File: config.mk
export PLATFORM = sky130hd
export DESIGN_NAME = axi_lite_reg_bank
export DESIGN_NICKNAME = d
export VERILOG_FILES = /design/src/rtl/axi_lite_reg_bank.sv
export SDC_FILE = /design/constraint.sdc
export NUM_CORES = 1
export LEC_CHECK = 0
export CAP_MARGIN = 20
export CORE_ASPECT_RATIO = 1.1
export CORE_MARGIN = 1.5
export CORE_UTILIZATION = 41
export CTS_CLUSTER_SIZE = 20
export DETAILED_ROUTE_END_ITERATION = 10
export DONT_BUFFER_PORTS = 1
export PLACE_DENSITY = 0.57
export SLEW_MARGIN = 20
export SYNTH_ARGS = -nofsm -noshare
export SYNTH_HDL_FRONTEND = slang
export SYNTH_SLANG_ARGS = --single-unit
File: constraint.sdc
create_clock -name i_axi_clk -period 2.9 [get_ports i_axi_clk]
set_clock_uncertainty 0.05 [all_clocks]
set_input_delay 0.58 -clock i_axi_clk [delete_from_list [all_inputs] [get_ports i_axi_clk]]
set_output_delay 0.58 -clock i_axi_clk [all_outputs]
set_load 0.1 [all_outputs]
File: src/rtl/axi_lite_reg_bank.sv
// AXI4-Lite slave register bank: version, W1C interrupt status/enable,
// byte-strobed control registers and sampled read-only status words.
module axi_lite_reg_bank #(
  parameter int unsigned ADDR_WIDTH = 16,
  parameter int unsigned NUM_RW     = 4,
  parameter int unsigned NUM_RO     = 2,
  parameter logic [31:0] CTRL_RESET = 32'h0,
  parameter logic [31:0] VERSION    = 32'h2000_0000
) (
  input  logic                   i_axi_clk,
  input  logic                   i_axi_rst,
  input  logic                   i_awvalid,
  input  logic [ADDR_WIDTH-1:0]  i_awaddr,
  output logic                   o_awready,
  input  logic                   i_wvalid,
  output logic                   o_wready,
  input  logic [31:0]            i_wdata,
  input  logic [3:0]             i_wstrb,
  output logic                   o_bvalid,
  input  logic                   i_bready,
  output logic [1:0]             o_bresp,
  input  logic                   i_arvalid,
  output logic                   o_arready,
  input  logic [ADDR_WIDTH-1:0]  i_araddr,
  output logic                   o_rvalid,
  input  logic                   i_rready,
  output logic [1:0]             o_rresp,
  output logic [31:0]            o_rdata,
  output logic [32*NUM_RW-1:0]   o_ctrl,
  output logic [NUM_RW-1:0]      o_ctrl_wr_stb,
  input  logic [32*NUM_RO-1:0]   i_status,
  input  logic [31:0]            i_int_set,
  output logic                   o_irq
);

  localparam int unsigned CTRL_LO = 3;
  localparam int unsigned STAT_LO = 3 + NUM_RW;
  localparam logic [1:0]  OKAY    = 2'b00;
  localparam logic [1:0]  SLVERR  = 2'b10;

  typedef enum logic { W_IDLE, W_RESP } wstate_e;
  typedef enum logic { R_IDLE, R_DATA } rstate_e;

  wstate_e               wst_q, wst_d;
  rstate_e               rst_q, rst_d;
  logic                  aw_have_q, aw_have_d;
  logic                  w_have_q, w_have_d;
  logic [ADDR_WIDTH-1:0] awaddr_q, awaddr_d;
  logic [31:0]           wdata_q, wdata_d;
  logic [3:0]            wstrb_q, wstrb_d;
  logic [1:0]            bresp_q, bresp_d;
  logic [NUM_RW-1:0]     stb_q, stb_d;
  logic [31:0]           ctrl_q [NUM_RW];
  logic [31:0]           ctrl_d [NUM_RW];
  logic [31:0]           int_en_q, int_en_d;
  logic [31:0]           int_sts_q, int_sts_d;
  logic                  irq_q;
  logic [31:0]           rdata_q, rdata_d;
  logic [1:0]            rresp_q, rresp_d;

  logic                  aw_hs, w_hs;
  logic [ADDR_WIDTH-1:0] eff_addr;
  logic [31:0]           eff_data, eff_mask, clr, widx, ridx;
  logic [3:0]            eff_strb;
  logic                  unused_addr;

  assign unused_addr = ^{i_awaddr[1:0], i_araddr[1:0]};

  assign o_awready = (wst_q == W_IDLE) && !aw_have_q && i_axi_rst;
  assign o_wready  = (wst_q == W_IDLE) && !w_have_q && i_axi_rst;
  assign o_arready = (rst_q == R_IDLE) && i_axi_rst;
  assign aw_hs     = i_awvalid && o_awready;
  assign w_hs      = i_wvalid && o_wready;

  assign eff_addr = aw_have_q ? awaddr_q : i_awaddr;
  assign eff_data = w_have_q ? wdata_q : i_wdata;
  assign eff_strb = w_have_q ? wstrb_q : i_wstrb;
  assign eff_mask = {{8{eff_strb[3]}}, {8{eff_strb[2]}},
                     {8{eff_strb[1]}}, {8{eff_strb[0]}}};
  assign widx     = 32'(eff_addr[ADDR_WIDTH-1:2]);
  assign ridx     = 32'(i_araddr[ADDR_WIDTH-1:2]);

  always_comb begin
    wst_d     = wst_q;
    aw_have_d = aw_have_q;
    w_have_d  = w_have_q;
    awaddr_d  = awaddr_q;
    wdata_d   = wdata_q;
    wstrb_d   = wstrb_q;
    bresp_d   = bresp_q;
    stb_d     = '0;
    ctrl_d    = ctrl_q;
    int_en_d  = int_en_q;
    clr       = '0;
    unique case (wst_q)
      W_IDLE: begin
        if (aw_hs) begin
          aw_have_d = 1'b1;
          awaddr_d  = i_awaddr;
        end
        if (w_hs) begin
          w_have_d = 1'b1;
          wdata_d  = i_wdata;
          wstrb_d  = i_wstrb;
        end
        // Commit on the edge where the later of AW/W is captured
        if ((aw_have_q || aw_hs) && (w_have_q || w_hs)) begin
          aw_have_d = 1'b0;
          w_have_d  = 1'b0;
          wst_d     = W_RESP;
          bresp_d   = SLVERR;
          if (widx == 32'd1) begin
            clr     = eff_data & eff_mask;
            bresp_d = OKAY;
          end else if (widx == 32'd2) begin
            int_en_d = (int_en_q & ~eff_mask) | (eff_data & eff_mask);
            bresp_d  = OKAY;
          end
          for (int unsigned k = 0; k < NUM_RW; k++) begin
            if (widx == CTRL_LO + k) begin
              ctrl_d[k] = (ctrl_q[k] & ~eff_mask) | (eff_data & eff_mask);
              stb_d[k]  = 1'b1;
              bresp_d   = OKAY;
            end
          end
        end
      end
      W_RESP: begin
        if (i_bready) wst_d = W_IDLE;
      end
      default: wst_d = W_IDLE;
    endcase
  end

  // A set pulse overrides a simultaneous W1C of the same bit
  assign int_sts_d = (int_sts_q & ~clr) | i_int_set;

  always_comb begin
    rst_d   = rst_q;
    rdata_d = rdata_q;
    rresp_d = rresp_q;
    unique case (rst_q)
      R_IDLE: begin
        if (i_arvalid) begin
          rst_d   = R_DATA;
          rdata_d = '0;
          rresp_d = SLVERR;
          if (ridx == 32'd0) begin
            rdata_d = VERSION;
            rresp_d = OKAY;
          end else if (ridx == 32'd1) begin
            rdata_d = int_sts_q;
            rresp_d = OKAY;
          end else if (ridx == 32'd2) begin
            rdata_d = int_en_q;
            rresp_d = OKAY;
          end
          for (int unsigned k = 0; k < NUM_RW; k++) begin
            if (ridx == CTRL_LO + k) begin
              rdata_d = ctrl_q[k];
              rresp_d = OKAY;
            end
          end
          for (int unsigned j = 0; j < NUM_RO; j++) begin
            if (ridx == STAT_LO + j) begin
              rdata_d = i_status[32*j +: 32];
              rresp_d = OKAY;
            end
          end
        end
      end
      R_DATA: begin
        if (i_rready) rst_d = R_IDLE;
      end
      default: rst_d = R_IDLE;
    endcase
  end

  always_ff @(posedge i_axi_clk) begin
    if (!i_axi_rst) begin
      wst_q     <= W_IDLE;
      rst_q     <= R_IDLE;
      aw_have_q <= 1'b0;
      w_have_q  <= 1'b0;
      awaddr_q  <= '0;
      wdata_q   <= '0;
      wstrb_q   <= '0;
      bresp_q   <= OKAY;
      stb_q     <= '0;
      for (int unsigned k = 0; k < NUM_RW; k++) ctrl_q[k] <= CTRL_RESET;
      int_en_q  <= '0;
      int_sts_q <= '0;
      irq_q     <= 1'b0;
      rdata_q   <= '0;
      rresp_q   <= OKAY;
    end else begin
      wst_q     <= wst_d;
      rst_q     <= rst_d;
      aw_have_q <= aw_have_d;
      w_have_q  <= w_have_d;
      awaddr_q  <= awaddr_d;
      wdata_q   <= wdata_d;
      wstrb_q   <= wstrb_d;
      bresp_q   <= bresp_d;
      stb_q     <= stb_d;
      ctrl_q    <= ctrl_d;
      int_en_q  <= int_en_d;
      int_sts_q <= int_sts_d;
      irq_q     <= |(int_sts_q & int_en_q);
      rdata_q   <= rdata_d;
      rresp_q   <= rresp_d;
    end
  end

  for (genvar g = 0; g < NUM_RW; g++) begin : g_ctrl
    assign o_ctrl[32*g +: 32] = ctrl_q[g];
  end

  assign o_bvalid      = (wst_q == W_RESP);
  assign o_bresp       = bresp_q;
  assign o_rvalid      = (rst_q == R_DATA);
  assign o_rdata       = rdata_q;
  assign o_rresp       = rresp_q;
  assign o_ctrl_wr_stb = stb_q;
  assign o_irq         = irq_q;

endmodule

* Word-level counts from Yosys, hierarchy flattened
Cells that the tools add are included.
Storage, ports and cells: output and inout port bits 174, flip-flop bits (word level) 289, word-level logic and storage cells 125
Cells by class: bitwise logic cells 21, reductions and logical operators 28, equal/unequal tests 14, muxes and demuxes 44
Operator list (number):
- 32-bit 2-to-1 mux | 13
- 32-bit AND | 8
- 32-bit OR | 6
- 14-bit by 3-bit == test with 1-bit output, second input constant | 7
- 32-bit NOT | 2
- 14-bit by 2-bit == test with 1-bit output, second input constant | 4
- 32-bit zero test | 1
- 32-bit OR reduction | 1
- 2-bit 2-to-1 mux | 15
- 14-bit by 1-bit == test with 1-bit output, second input constant | 2
- 16-bit 2-to-1 mux | 1
- 14-bit by 4-bit == test with 1-bit output, second input constant | 1
- 1-bit 2-to-1 mux | 12
- 2-bit AND reduction | 6
- 3-bit AND reduction | 4
- 1-bit logical AND | 8
- 1-bit NOT | 5
- 4-bit 2-to-1 mux | 1
- 1-bit case mux with 2 select lines | 2
- 4-bit AND reduction | 1
- 2-bit nonzero test | 2
- 3-bit OR reduction | 1
- 1-bit zero test | 2
- 1-bit logical OR | 2

* Longest topological paths before layout
Gate-level depths: netlist (run 1).
word-level depth 11, gate-level depth with buffers 9, depth with buffers taken out 5

* Worst setup path before layout (run 1)
OpenSTA, ideal clock, no wires.
path type register to register, from reg wst_q (netlist: o_bvalid), to reg wdata_q[22], required time 2774 ps, period minus slack after synthesis 3405 ps, setup time 76 ps, slack -505 ps, arrival 3280 ps, cell stages (with the launch flop) 8, path through dfxtp_1 > nand2b_1 > nor2_1 > and2_1 > clkbuf_1 > buf_1 > nand2_1 > a21boi_0
Between the ends: cells in the longest elaborated chain, start to end 5
RTL lines:
- start, declared | RTL line 44 | wstate_e wst_q, wst_d;
- start signal, assigned | RTL line 197 | wst_q <= wst_d;
- 1-bit NOT
- 1-bit logical AND (2 in series) | RTL line 70 | assign o_wready = (wst_q == W_IDLE) && !w_have_q && i_axi_rst;
- net o_wready | RTL line 16 | output logic o_wready,
- 1-bit logical AND | RTL line 73 | assign w_hs = i_wvalid && o_wready;
- 2-bit AND reduction (no line)
- end signal, assigned | RTL line 202 | wdata_q <= wdata_d;
- end, declared | RTL line 49 | logic [31:0] wdata_q, wdata_d;
The timed path passes the listed nets, and every way through them passes these cells. A chain may end at the register's enable or synchronous reset.

==> results.md, run 1 <==
- Post-synth top area cell: dfxtp_1
- FMAX: 388.6 MHz
- Number of setup buffers added after CTS: 0
- Switch Pwr: 2.214 mW
- DR iter-0 viols: 936
- Worst setup SP type: register
- Largest net degree at the start of global routing: 319
- WL per Instance: 23.74 um
- Seq pwr share: 44.2%
- CP peak stage delay: 550 ps
- Initial Util: 41.86%
- Mapped Cells: 1496
- Num CTS Buffers: 34
- Final-stage net count: 1747
- Post-Route WL: 48100 um
- Clock buffer depth: 3
- Status: completed
- Yosys cell types: 56
- Crit path capture type: register
- Pins Over Slew Limit: 0
- PD cells: 567.5 nW/um2
- Die footprint: 34340 um2
- Switching share of power: 24.14%
- Primary FF master, synth: dfxtp_1
- Max FO, Critical Path: 8
- Final instance area: 16160 um2
- Commonest non-fill, non-tap cell in the layout: nand2_1
- Final min period: 2573 ps
- Clock Tree Root: clkbuf_16
- Clk_lat worst skew: 520 ps
- Clock share of power: 48.4%
- Number of synthesized flops with an enable pin: 0
- Max-cap violation count: 0
- Adder-cell area share of the yosys netlist: 0%
- RSZ-0062 raised after global routing: false
- Most frequent cells in the layout: 329 x nand2_1, 284 x dfxtp_1, 162 x buf_4
- H-tree Lvls: 2
- Post-Synth Simple-Gate Area: 16.28%
- Util after Layout: 49.66%
- HP Class: in2reg
- GPL Wtd Cong: 0.8632
- Maximum VDD drop: 354.2 uV
- Complex-gate fraction of the synthesized area: 22.46%
- PostCTS Resize Cnt: 0
- LEAKAGE: 6.153 nW
- Crit path required time: 3240 ps
- Clk slew on worst S/H paths: 60 ps
- DRC: 0
- Post-Synth XOR/XNOR Area: 0%
- Core footprint: 32550 um2
- Synth warn: 0
- First-pass GRT wire length: 71020 um
- CTS Hold Bufs: 0
- All-Layer GR Usage: 27.24%
- Layout cell share with drive strength beyond 1: 24.08%
- Final Cycle Share: 88.73%
- Clock net sink count: 285
- Critical-path cell list: or4b_1 > nor4_2 > o211a_1 > nand3_2 > mux2i_1
- Largest family of logic cells by synthesized area: compound AO/OA/AOI/OAI gates
- Async SR Flop Fraction: 0%
- Final count of negative-setup-slack endpoints: 0
- Post-synthesis mux area share: 15.56%
- Cell Area, Synth: 13630 um2
- TritonRoute pass-1 iters: 5
- Internal power: 6.959 mW
- Register area share after synthesis: 41.87%
- DP HPWL: 34660 um
- Slew headroom: 30.16%
- # port buffers: 0
- P&R area growth vs syn: 18.62%
- ANT nets after route: 0
- Slew at the pin closest to its max-slew limit: 1046 ps
- Initial antenna violation count: 0
- Critical Path AT: 2910 ps
- Final count of hold timing violations: 0
- # rows: 69
- Fin Setup TNS: 0 ps
- Vias in the first global route: 11340
- Top cells by area, synth: dfxtp_1 42%, mux2i_1 9.7%, nand2_1 9.1%
- CTS tree: yes
- Area after DPL: 15000 um2
- Grt total ovfl: 0
- #FFs+latches synth: 285
- Die Y: 194.2 um
- Critical path's slowest cell: or4b_1
- Die width: 176.8 um
- Share of the synthesized area in the top cell type: 41.87%
- WS Path Type: reg2reg
- Average size of a mapped cell: 9.108 um2
- DR vias: 11880
- Power share of the combinational group: 7.4%
- IO Pins: 345
- Vias per std cell: 5.864
layer usage:
metal	GRT usage (%)	share of wire [%]	up-vias
li1	-	-	5641
met3	7.902	9.7	87
met2	42.05	45	530
met1	35.40	41	5623
met5	0	0	-
met4	11.21	4.1	0
final cells by class:
class / count / area, um2
well taps: 426 / 533.0
repair buffers: 166 / 1296
clock inverters: 10 / 130.1
clock buffers: 49 / 1031
multi-input cells: 1086 / 7452
flip-flops and latches: 285 / 5707
inverters: 3 / 11.26
diodes: 1 / 2.502
fillers: 3067 / 16380
kinds of logic after synthesis:
kind of cell           after synthesis
multiplexers                       202
buffers and inverters              126
flip-flops                         285
AND/OR/NAND/NOR                    477
other                                1
AO/OA/AOI/OAI                      405
power by group through the flow:
stage / combinational [mW] / sequential [mW] / clock [mW]
after floorplan: 0.542 / 4.14 / 0
after global placement: 0.661 / 4.14 / 0
after detailed placement: 0.669 / 4.14 / 0
after CTS: 0.671 / 4.06 / 4.52
after global routing: 0.731 / 4.06 / 4.67
final: 0.675 / 4.06 / 4.44
through the flow:
stage	worst slack [ps]	total power, mW	hold slack [ps]	std cells
after global placement	165.8	4.801	392.9	1966
after detailed placement	124.1	4.812	396.5	1966
final	327.0	9.173	154.0	2026
after CTS	324.3	9.248	136.1	2025
after floorplan	-17.69	4.684	388.4	1497
after global routing	132.4	9.468	145.6	2025
critical path: cells and delay by family (launching register included):
| family | cells | cell delay (ps) |
|---|---|---|
| and+or+nand+nor | 3 | 1340 |
| muxes | 1 | 210 |
| DFF | 1 | 300 |
| AOI/OAI and AO/OA | 1 | 530 |
worst paths after layout:
check	from	end	slack, ps	depth (start not counted)
min	i_wdata[3]	wdata_q[3]	150	2
max reg2reg	awaddr_q[13]	register	330	5
max	awaddr_q[13]	register	330	5
min reg2reg	register	register	410	2
Yosys cell counts, types with 4 or more instances:
master    number
a211o_1       29
a21boi_0      52
a21oi_1       97
a221oi_1      31
a22oi_1       17
a31oi_1       30
and2_1        10
buf_1          9
buf_2         11
clkbuf_1      98
dfxtp_1      285
mux2_2        69
mux2i_1      132
nand2_1      329
nand2b_1      37
nand3_2        6
nand4_1        4
nor2_1        43
nor2b_1        6
nor3_1         4
nor3_2        10
nor3_4         6
o211a_1        4
o21ai_0       36
o221a_1        5
o221a_2       60
o221ai_1      31
or4_1          4
Note: power is estimated with default switching activity, not from simulation.
==> run 2: changes to the inputs <==
--- a/config.mk
+++ b/config.mk
@@ -12,7 +12,7 @@
 export CTS_CLUSTER_SIZE = 20
 export DETAILED_ROUTE_END_ITERATION = 10
 export DONT_BUFFER_PORTS = 1
-export PLACE_DENSITY = 0.57
+export PLACE_DENSITY_LB_ADDON = 0.25
 export SLEW_MARGIN = 20
 export SYNTH_ARGS = -nofsm -noshare
 export SYNTH_HDL_FRONTEND = slang
==> run 2 against run 1 <==
Register-to-register slack worse by 100 ps. Sequential cell count unchanged. Highest routed layer is now met5. Critical path depth unchanged. Via count is 1.3% higher.
==> results.md, run 2 (synthesized netlist as in run 1, its figures left out) <==
- Final Cycle Share: 92.24%
- Util after Layout: 49.44%
- All-Layer GR Usage: 26.91%
- Die Y: 194.2 um
- Crit path required time: 3280 ps
- Slew at the pin closest to its max-slew limit: 1047 ps
- ANT nets after route: 0
- Met2 global-route usage: 42.22%
- PD cells: 536.9 nW/um2
- Commonest non-fill, non-tap cell in the layout: nand2_1
- TritonRoute pass-1 iters: 5
- Fill cell count: 2982
- Layout cell share with drive strength beyond 1: 24.38%
- Busiest grt layer: met2
- Hold_sp: i_wdata[10]
- Grt total ovfl: 0
- Clock buffer depth: 3
- Final count of negative-setup-slack endpoints: 0
- Max-cap violation count: 0
- Final instance area: 16090 um2
- Critical register-to-register path startpoint: aw_have_q
- Vias in the first global route: 11450
- WS Path Type: reg2reg
- DR vias: 12030
- R2R Setup Slk: 230 ps
- Dpl cells: 1978
- Crit path capture type: register
- Initial Util: 41.86%
- Number of setup buffers added after CTS: 0
- Final-stage net count: 1756
- P&R area growth vs syn: 18.10%
- Worst setup SP type: register
- First-pass GRT wire length: 71070 um
- H-tree Lvls: 1
- Status: completed
- # rows: 69
- Critical-path cell list: or4b_1 > nor4_2 > o211a_1 > nand3_2 > mux2i_1
- Clock Tree Root: clkbuf_16
- GPL Wtd Cong: 0.8759
- Hold slack: 107.5 ps
- Clock net sink count: 285
- Critical path's slowest cell: o211a_1
- Pins Over Slew Limit: 0
- Die width: 176.8 um
- Final count of hold timing violations: 0
- Area after DPL: 15090 um2
- Num CTS Buffers: 31
- CTS tree: yes
- Slew headroom: 30.08%
- LEAKAGE: 6.153 nW
- Tot Pwr: 8.640 mW
- Most frequent cells in the layout: 329 x nand2_1, 284 x dfxtp_1, 174 x buf_4
- Die footprint: 34340 um2
- Final min period: 2675 ps
- Sequential Area: 5707 um2
- CP peak stage delay: 530 ps
- Clk_lat worst skew: 570 ps
- CTS Hold Bufs: 0
- Max FO, Critical Path: 8
- Global-route met3 utilization: 8.255%
- PostCTS Resize Cnt: 0
- DRC: 0
- Hold depth: 2
- Core footprint: 32550 um2
- IO Pins: 345
- WL per Instance: 23.46 um
- Post-Route WL: 47720 um
- Initial antenna violation count: 3
- Clk slew on worst S/H paths: 60 ps
- DP HPWL: 34520 um
- HP Class: in2reg
- Vias per std cell: 5.916
- Antenna cells: 0
- DR iter-0 viols: 903
- Worst reg-to-reg path cell count: 5
- Area of the multi-input gates: 7452 um2
- Maximum VDD drop: 411.1 uV
- # port buffers: 0
- Met1 usage: 34.51%
- RSZ-0062 raised after global routing: false
- Largest net degree at the start of global routing: 319
- Hold EP: wdata_q[10]
- FMAX: 373.9 MHz
- Critical Path AT: 3050 ps
- Post-Layout Cell Count: 2034
-- run 2: cell types whose count changed in the layout (fill, tap and decap cells not counted) --
cell | before | now
diode_2 | 1 | 0
bufinv_16 | 3 | 1
buf_4 | 162 | 174
clkbuf_1 | 6 | 8
inv_6 | 0 | 1
clkinv_4 | 0 | 1
clkbuf_8 | 6 | 9
clkinvlp_4 | 2 | 0
clkbuf_16 | 37 | 31
-- run 2: worst max path at each step --
stage,from,end,cells after the start
floorplan,o_bvalid,wdata_q[22],7
global placement,i_awaddr[13],register,5
detailed placement,i_awaddr[13],register,5
CTS,aw_have_q,register,5
global route,aw_have_q,int_sts_q[1],6
finish,aw_have_q,register,5
-- run 2: through the flow --
stage | TNS [ps] | setup WS (ps)
final | 0 | 225.1
after floorplan | -499.2 | -17.69
after CTS | 0 | 227.7
after global placement | 0 | 173.9
after detailed placement | 0 | 147.3
after global routing | 0 | 38.18
-- run 2: cell type report --
class,count,area share [%]
multi-input cells,1086,46.31
clock inverters,8,0.4510
inverters,3,0.06998
clock buffers,48,5.777
repair buffers,178,8.615
flip-flops and latches,285,35.46
well taps,426,3.312
-- run 2: worst max-delay path: cells and delay by family (launching register included) --
kind	cells	cell delay, ps
and+or+nand+nor	3	1290
AOI/OAI and AO/OA	1	530
DFF	1	450
muxes	1	220
-- run 2: power by group --
| group | total [mW] | internal (mW) | switching [mW] |
|---|---|---|---|
| Sequential | 4.06 | 3.99 | 0.0705 |
| Combinational | 0.671 | 0.235 | 0.436 |
| Clock | 3.91 | 2.28 | 1.63 |
-- run 2: per-layer routing --
layer	wire (um)	vias to the layer above	part of all wire (%)
met1	19140	5709	40
met3	5044	90	11
met4	1856	2	3.9
met5	12	-	0.025
met2	21670	568	45
li1	-	5664	-
